<file path="src/rtl/sprom_rr_ctrl.sv">
// -----------------------------------------------------------------------------
// sprom_rr_ctrl
//
// Purpose:
//   Shares one single-port ROM among N requesters. The ROM has a one-cycle
//   read latency and holds its output while its enable is low. Requests
//   arrive on a valid/ready channel and are arbitrated round-robin.
//   Responses come back one at a time on a one-hot valid vector with a
//   shared data bus. This block is the only driver of the ROM enable and
//   address.
//
//   Pipeline:
//     issue  : grant, drive rom_en/rom_addr     (cycle T)
//     p1     : read in flight, ROM output valid (cycle T+1)
//     rsp    : response register, presented     (cycle T+2 earliest)
//   At most two reads are outstanding (p1 + rsp). Responses are never
//   dropped or reordered.
//
// Ports:
//   i_clk       clock
//   i_rst       asynchronous reset, active-high
//   i_req_vld   [N]    request valid, one bit per requester
//   o_req_rdy   [N]    request accepted this cycle (one-hot or zero)
//   i_req_addr  [N*A]  request addresses, requester i at [i*A +: A]
//   o_res_vld   [N]    response valid (one-hot or zero)
//   i_res_rdy   [N]    response ready, one bit per requester
//   o_res_data  [D]    response data for the requester flagged in o_res_vld
//   o_rom_en           ROM read enable
//   o_rom_addr  [A]    ROM read address
//   i_rom_data  [D]    ROM read data, valid the cycle after o_rom_en
// -----------------------------------------------------------------------------
module sprom_rr_ctrl #(
    parameter int N = 4,
    parameter int A = 6,
    parameter int D = 32
) (
    input  logic           i_clk,
    input  logic           i_rst,
    input  logic [N-1:0]   i_req_vld,
    output logic [N-1:0]   o_req_rdy,
    input  logic [N*A-1:0] i_req_addr,
    output logic [N-1:0]   o_res_vld,
    input  logic [N-1:0]   i_res_rdy,
    output logic [D-1:0]   o_res_data,
    output logic           o_rom_en,
    output logic [A-1:0]   o_rom_addr,
    input  logic [D-1:0]   i_rom_data
);

    localparam int PW = (N > 1) ? $clog2(N) : 1;

    // -------------------------------------------------------------------------
    // State
    // -------------------------------------------------------------------------
    logic [PW-1:0] r_ptr;       // round-robin start position
    logic          r_p1_vld;    // a ROM read is in flight
    logic [PW-1:0] r_p1_id;     // owner of the in-flight read
    logic          r_rsp_vld;   // response register holds undelivered data
    logic [PW-1:0] r_rsp_id;    // owner of the held response
    logic [D-1:0]  r_rsp_data;  // held response data

    // -------------------------------------------------------------------------
    // Pipeline flow control
    // -------------------------------------------------------------------------
    logic w_rsp_take;   // held response is consumed this cycle
    logic w_p1_adv;     // in-flight data moves into the response register
    logic w_issue_ok;   // p1 slot will be free after this edge

    assign w_rsp_take = r_rsp_vld & i_res_rdy[r_rsp_id];
    assign w_p1_adv   = r_p1_vld & (~r_rsp_vld | w_rsp_take);
    assign w_issue_ok = ~r_p1_vld | w_p1_adv;

    // -------------------------------------------------------------------------
    // Round-robin candidate ordering
    //
    // Candidate slot gi holds requester (ptr + gi) mod N. The modulo is an
    // explicit compare-and-subtract so non power-of-two N wraps correctly.
    // -------------------------------------------------------------------------
    logic [PW-1:0] w_cand_id [N];
    logic [N-1:0]  w_cand_vld;
    logic [A-1:0]  w_req_addr_arr [N];

    logic          w_found;
    logic [PW-1:0] w_gnt_id;
    logic          w_grant;
    logic [PW-1:0] w_ptr_next;

    genvar gi;
    generate
        for (gi = 0; gi < N; gi++) begin : g_cand
            logic [PW:0] w_sum;

            assign w_sum = {1'b0, r_ptr} + (PW+1)'(gi);
            assign w_cand_id[gi] = (w_sum >= (PW+1)'(N))
                                 ? PW'(w_sum - (PW+1)'(N))
                                 : PW'(w_sum);
            assign w_cand_vld[gi] = i_req_vld[w_cand_id[gi]];

            assign w_req_addr_arr[gi] = i_req_addr[gi*A +: A];
        end
    endgenerate

    // First valid candidate wins. Scanning from the far end downwards lets
    // the lowest-numbered slot overwrite the others without a break.
    always_comb begin
        w_found  = 1'b0;
        w_gnt_id = '0;
        for (int k = N - 1; k >= 0; k--) begin
            if (w_cand_vld[k]) begin
                w_found  = 1'b1;
                w_gnt_id = w_cand_id[k];
            end
        end
    end

    // The reset term keeps the ROM port quiet while reset is held, even if
    // clients keep their valids up.
    assign w_grant    = w_found & w_issue_ok & ~i_rst;
    assign w_ptr_next = (w_gnt_id == PW'(N - 1)) ? '0 : (w_gnt_id + PW'(1));

    // -------------------------------------------------------------------------
    // Outputs
    // -------------------------------------------------------------------------
    generate
        for (gi = 0; gi < N; gi++) begin : g_onehot
            assign o_req_rdy[gi] = w_grant & (w_gnt_id == PW'(gi));
            assign o_res_vld[gi] = r_rsp_vld & (r_rsp_id == PW'(gi));
        end
    endgenerate

    assign o_rom_en   = w_grant;
    assign o_rom_addr = w_grant ? w_req_addr_arr[w_gnt_id] : '0;

    // Data stays on the bus after delivery; only o_res_vld qualifies it.
    assign o_res_data = r_rsp_data;

    // -------------------------------------------------------------------------
    // Sequential state
    // -------------------------------------------------------------------------
    always_ff @(posedge i_clk or posedge i_rst) begin
        if (i_rst) begin
            r_ptr      <= '0;
            r_p1_vld   <= 1'b0;
            r_p1_id    <= '0;
            r_rsp_vld  <= 1'b0;
            r_rsp_id   <= '0;
            r_rsp_data <= '0;
        end else begin
            // p1 stage: a new grant refills it, even in the same cycle the
            // previous read advances, so back-to-back issue has no bubble.
            if (w_grant) begin
                r_p1_vld <= 1'b1;
                r_p1_id  <= w_gnt_id;
                r_ptr    <= w_ptr_next;
            end else if (w_p1_adv) begin
                r_p1_vld <= 1'b0;
            end

            // Response stage: the ROM holds its output while en is low, so
            // a stalled in-flight read can be captured whenever it advances.
            if (w_p1_adv) begin
                r_rsp_vld  <= 1'b1;
                r_rsp_id   <= r_p1_id;
                r_rsp_data <= i_rom_data;
            end else if (w_rsp_take) begin
                r_rsp_vld  <= 1'b0;
            end
        end
    end

endmodule

</file>
<file path="config.mk">
export PLATFORM = sky130hd
export DESIGN_NAME = sprom_rr_ctrl
export DESIGN_NICKNAME = d
export VERILOG_FILES = /design/src/rtl/sprom_rr_ctrl.sv
export SDC_FILE = /design/constraint.sdc
export NUM_CORES = 1
export LEC_CHECK = 0
export ABC_AREA = 1
export BUFFER_PORTS_ARGS = -buffer_cell sky130_fd_sc_hd__buf_2
export CAP_MARGIN = 20
export CORE_MARGIN = 2
export CORE_UTILIZATION = 40
export DETAILED_ROUTE_END_ITERATION = 10
export PLACE_DENSITY = 0.71
export SLEW_MARGIN = 20
export SYNTH_ARGS = -nofsm -noshare
export SYNTH_HDL_FRONTEND = slang
export SYNTH_SLANG_ARGS = --single-unit
</file>
<file path="constraint.sdc">
create_clock -name i_clk -period 2.7 [get_ports i_clk]
set_input_delay 0.54 -clock i_clk [delete_from_list [all_inputs] [get_ports i_clk]]
set_output_delay 0.54 -clock i_clk [all_outputs]
set_load 0.1 [all_outputs]
</file>
==> impl_metrics.toml, run 1 <==
[synth]
synth-edff-count = 0
syn_inst = 239
synthTopCellsByCount = "nand2_1, dfrtp_1, inv_1"
synth_top_area_cell = "dfrtp_1"
seq_area_frac_synth = 0.453
ys_warn_count = 0
ys_top_cells_by_area = "dfrtp_1, mux2_2, nand2_1, inv_1, nand3_1"
postSynth.asyncResetShare = 1.00
syn-num-nets = 309
synth_area_per_cell_sq_um = 9.25
synth.distinct_cells = 25
synth.most_common_cell = "nand2_1"
ys.flop_type = "dfrtp_1"
ys_ff_latch = 40
synthDominantCellAreaShare = 0.453
netlist_area_sq_um = 2210

[timing]
setup_violations = 5
worst_pin_slew_ns = 0.501
slew_viol_final = 0
fin_crit_sh = 1.01
fin_crit_ns = 2.72
maxSlewHeadroom = 0.666
skew_ns = 0.00681
max_freq_mhz = 368
hold_viol_final = 0
setup_slack_ns = -0.0201
grt_setup_unrepaired = "yes"

[route]
wl_um = 5690
wl_per_cell_um = 13.0
firstDrtPassIters = 4
antenna_left = 0
vias_per_cell = 4.83
vias = 2114
drtIter0Drc = 102
post-route-drc-count = 0

[clocking]
insertion_delay_ns = 0.29
cts_tree = "built"
htree_levels = 2
cts_sinks = 40
clkTransAtPathRegs_ns = 0.07
cts_hold_buf = 0
numCtsBuffers = 5
cts_buffer_depth = 2
cts_root_buffer = "clkbuf_8"

[floorplanning]
ioPinCount = 113
core-area_sq_um = 5410
die-area_sq_um = 6130
die_h_um = 78.3
fp.dieW_um = 78.3
row_count = 27
start_util = 0.409

[critical_path]
worstSetupPathType = "reg -> out"
cp.required_ns = 2.16
cp-start-kind = "register"
r2r_cells = 7
critPathMaxFanout = 8
end_kind = "output port"
worstReg2RegEnd = "o_res_data[11]"
rrSetupSlack_ns = 0.76
critPathArrivalTime_ns = 2.18
r2r-start = "r_rsp_id[0]"

[global_route]
grt_pass1_vias = 1986
grt_pass1_wl_um = 8940
grt_start_max_net_pins = 41
busiest_layer = "met2"
use_met3 = 0.0299
globalRouteOverflowTotal = 0
use_met1 = 0.206
grt_usage = 0.181
grtUsageMet2 = 0.344
antenna_found_initial = 0

[finish]
nNetsFinal = 435
syn_to_final_growth_pct = 52.5
drive_gt1_frac = 0.585
n_antenna_cell = 0
stdcell_count = 438

[placed_design]
numPlacedInstances = 420
place_congestion = 0.831
port_buffers = 112
dp_hpwl_um = 4090

[status]
status = "complete, but fails checks"
violations = "setup timing"

[job]
cap_violations = 0

[worst_hold_path]
worstHoldPathType = "in -> async"
-- flip-flops by register name, indices dropped and copies added (netlist names) --
signal and count:
r_ptr 2, r_p1_vld 1, r_p1_id 2, r_rsp_vld 1, o_res_data 32, r_rsp_id 2
-- metal layers --
metal | vias to the layer above | wire, um
met2 | 81 | 3050
li1 | 1024 | -
met5 | - | 0
met1 | 1001 | 2320
met4 | 0 | 58
met3 | 8 | 269
-- per-stage QoR --
step                      hold WS, ns  utilization  instance area (sq um)  TNS (ns)  worst slack [ns]
final                           0.409        0.624                   3370   -0.0698           -0.0201
after floorplan                 0.454            -                   2300     -1.78            -0.388
after CTS                       0.418        0.606                   3270    -0.368           -0.0570
after detailed placement        0.485        0.573                   3100   -0.0834           -0.0375
after global placement          0.467        0.573                   3100         0           0.00152
after global routing            0.449        0.624                   3370     -1.22            -0.136
-- worst max-delay path, cell delays in order (launching register included) --
cell and delay [ns]:
dfrtp_2 0.48, buf_6 0.16, nand2_2 0.05, nand2_2 0.08, nand2_1 0.06, nand2_1 0.05, nand2_1 0.04, nand2_1 0.07
nand2_2 0.09, a21boi_4 0.16, buf_12 0.14, ha_2 0.17, inv_2 0.04, nor2_4 0.11, buf_12 0.18
-- worst max-delay path by stage --
stage | startpoint | depth (start not counted) | slack (ns) | end
2_1_floorplan | r_rsp_id[0] | 2 | -0.39 | o_res_vld[3]
3_3_place_gp | r_ptr[0] | 13 | 0.002 | o_req_rdy[3]
3_5_place_dp | r_ptr[0] | 13 | -0.04 | o_req_rdy[2]
4_1_cts | r_ptr[0] | 13 | -0.06 | o_req_rdy[2]
5_1_grt | r_ptr[0] | 14 | -0.14 | o_req_rdy[3]
6_report | r_ptr[0] | 14 | -0.02 | o_req_rdy[3]
-- repair_timing --
| item | in CTS | in global routing |
|---|---|---|
| hold endpoints to repair | 0 | 0 |
| endpoints found under the setup margin | 11 | 11 |
| cloned | 0 | 1 |
| buffers inserted | 3 | 6 |
| gates resized for setup | 22 | 9 |
| pin swaps | 11 | 7 |
-- cell type report --
class,instances,area (sq um)
fill,468,2030
multi-input combinational,155,1180
sequential,40,1000
timing repair buffer,126,863
inverter,37,145
tap,72,90.1
clock buffer,5,68.8
clock inverter,3,18.8
-- logic make-up after synthesis --
kind of cell,after synthesis,synth area share
compound gates,16,0.0430
fa+ha+maj,4,0.0227
buf+inv,45,0.0917
flops,40,0.453
mux,32,0.163
simple gates,102,0.227
-- placed cells by master (no fill, tap or decap), types with 3 or more instances in the layout --
cell type  count
nand3b_1       6
clkbuf_8       5
nand3_1       19
o21ai_1        4
nand2_2       12
nand2_4        3
buf_2        101
inv_1         28
nor2_1         4
buf_12        13
inv_2          7
a21oi_4        5
nand2_1       39
nor3_1         4
dfrtp_1       39
nor2_4         4
nand3_2        6
mux2_2        32
buf_4         10
Power of run 1 is not shown: default switching activity piles up to over one toggle a cycle in this logic, so the estimate is an artifact.
==> run 2, diff against run 1 <==
Settings changed: PLACE_DENSITY 0.71 to 0.68.
Clock period 2.7 ns to 3.2 ns, I/O delays scaled along.
==> impl_metrics.toml, run 2 (synthesized netlist as in run 1, its figures left out) <==
[critical_path]
r2r_cells = 5
critPathArrivalTime_ns = 2.33
end_kind = "output port"
critPathMaxFanout = 13
cp-start-kind = "register"
cp.required_ns = 2.56
rrSetupSlack_ns = 1.17
worstReg2RegEnd = "o_res_data[16]"
r2r-start = "r_rsp_id[0]"
worstSetupPathType = "reg -> out"

[clocking]
cts_buffer_depth = 2
clkTransAtPathRegs_ns = 0.08
cts_tree = "built"
insertion_delay_ns = 0.29
cts_sinks = 40
numCtsBuffers = 5
cts_hold_buf = 0
cts_root_buffer = "clkbuf_8"
htree_levels = 2

[worst_hold_path]
worstHoldPathType = "in -> async"

[route]
drtIter0Drc = 37
firstDrtPassIters = 4
post-route-drc-count = 0
vias_per_cell = 4.67
wl_per_cell_um = 12.0
vias = 1995
antenna_left = 0
wl_um = 5110

[timing]
setup_slack_ns = 0.234
maxSlewHeadroom = 0.476
worst_pin_slew_ns = 0.783
tns_ns = 0
fin_crit_ns = 2.97
grt_setup_unrepaired = "no"
slew_viol_final = 0
skew_ns = 0.00942
max_freq_mhz = 337
hold_viol_final = 0
fin_crit_sh = 0.927
setup_violations = 0

[finish]
final_common_cell = "buf_2"
largest_reg_flops = 32
nNetsFinal = 424
syn_to_final_growth_pct = 41.6
final_cell_mix = "buf_2, nand2_1, dfrtp_1"
drive_gt1_frac = 0.521
multi_input_area_sq_um = 1040
final_area_sq_um = 3130
fillers = 478
n_antenna_cell = 0
ff_latch_area_sq_um = 1000

[floorplanning]
die_h_um = 78.3
row_count = 27
fp.dieW_um = 78.3
die-area_sq_um = 6130
start_util = 0.409
core-area_sq_um = 5410
ioPinCount = 113

[placed_design]
port_buffers = 112
dp_hpwl_um = 4080
dp_slack_ns = 0.285
post_dp_cell_area_sq_um = 3000
place_congestion = 0.851

[status]
status = "finished, final reports clean"

[global_route]
grt_pass1_wl_um = 8290
antenna_found_initial = 0
globalRouteOverflowTotal = 0
grt_start_max_net_pins = 41
grt_usage = 0.171
grt_pass1_vias = 1816

[job]
cap_violations = 0
run 2: stage by stage:
stage | utilization | std cells | hold WS [ns]
after floorplan | - | 239 | 0.454
after global placement | 0.555 | 418 | 0.468
after detailed placement | 0.555 | 418 | 0.481
after CTS | 0.576 | 426 | 0.502
after global routing | 0.579 | 427 | 0.515
final | 0.579 | 427 | 0.498
run 2: repair_timing:
item                       in CTS  in global routing
setup endpoints to repair       2                  9
gates resized for setup         1                  2
buffers inserted                0                  1
run 2: worst max path at each step:
stage            startpoint  slack [ns]  cells after the start            to
2_1_floorplan   r_rsp_id[0]        0.01                      2  o_res_vld[3]
6_report           r_ptr[0]        0.23                     13  o_req_rdy[3]
3_5_place_dp   i_req_vld[1]        0.29                     14  o_req_rdy[0]
3_3_place_gp   i_req_vld[1]        0.35                     14  o_req_rdy[2]
4_1_cts            r_ptr[0]        0.11                     13  o_req_rdy[2]
5_1_grt            r_ptr[0]        0.02                     13  o_req_rdy[0]
run 2: layout make-up:
class / instances / share of cell area
clock buffers: 5 / 0.0220
inverters: 37 / 0.0456
well taps: 72 / 0.0288
multi-input cells: 154 / 0.332
flip-flops and latches: 40 / 0.320
clock inverters: 3 / 0.0148
repair buffers: 116 / 0.237
run 2: layer usage:
layer | wire (um) | vias up | share of wire | global-route usage
li1 | - | 994 | - | -
met1 | 2290 | 899 | 0.45 | 0.217
met2 | 2290 | 98 | 0.45 | 0.283
met3 | 462 | 4 | 0.090 | 0.0471
met5 | 0 | - | 0 | 0
met4 | 74 | 0 | 0.014 | 0.0579
run 2: worst max-delay path, cell delays in order (launching register included):
cell	delay (ns)
dfrtp_2	0.50
inv_1	0.17
nand2_1	0.07
nand2_1	0.09
nand2_1	0.09
nand2_1	0.07
inv_1	0.03
nand2_1	0.05
nand2_1	0.10
a21boi_4	0.27
ha_1	0.20
inv_1	0.05
nor2_2	0.14
buf_12	0.19
Power of run 2 is left out for the same reason.
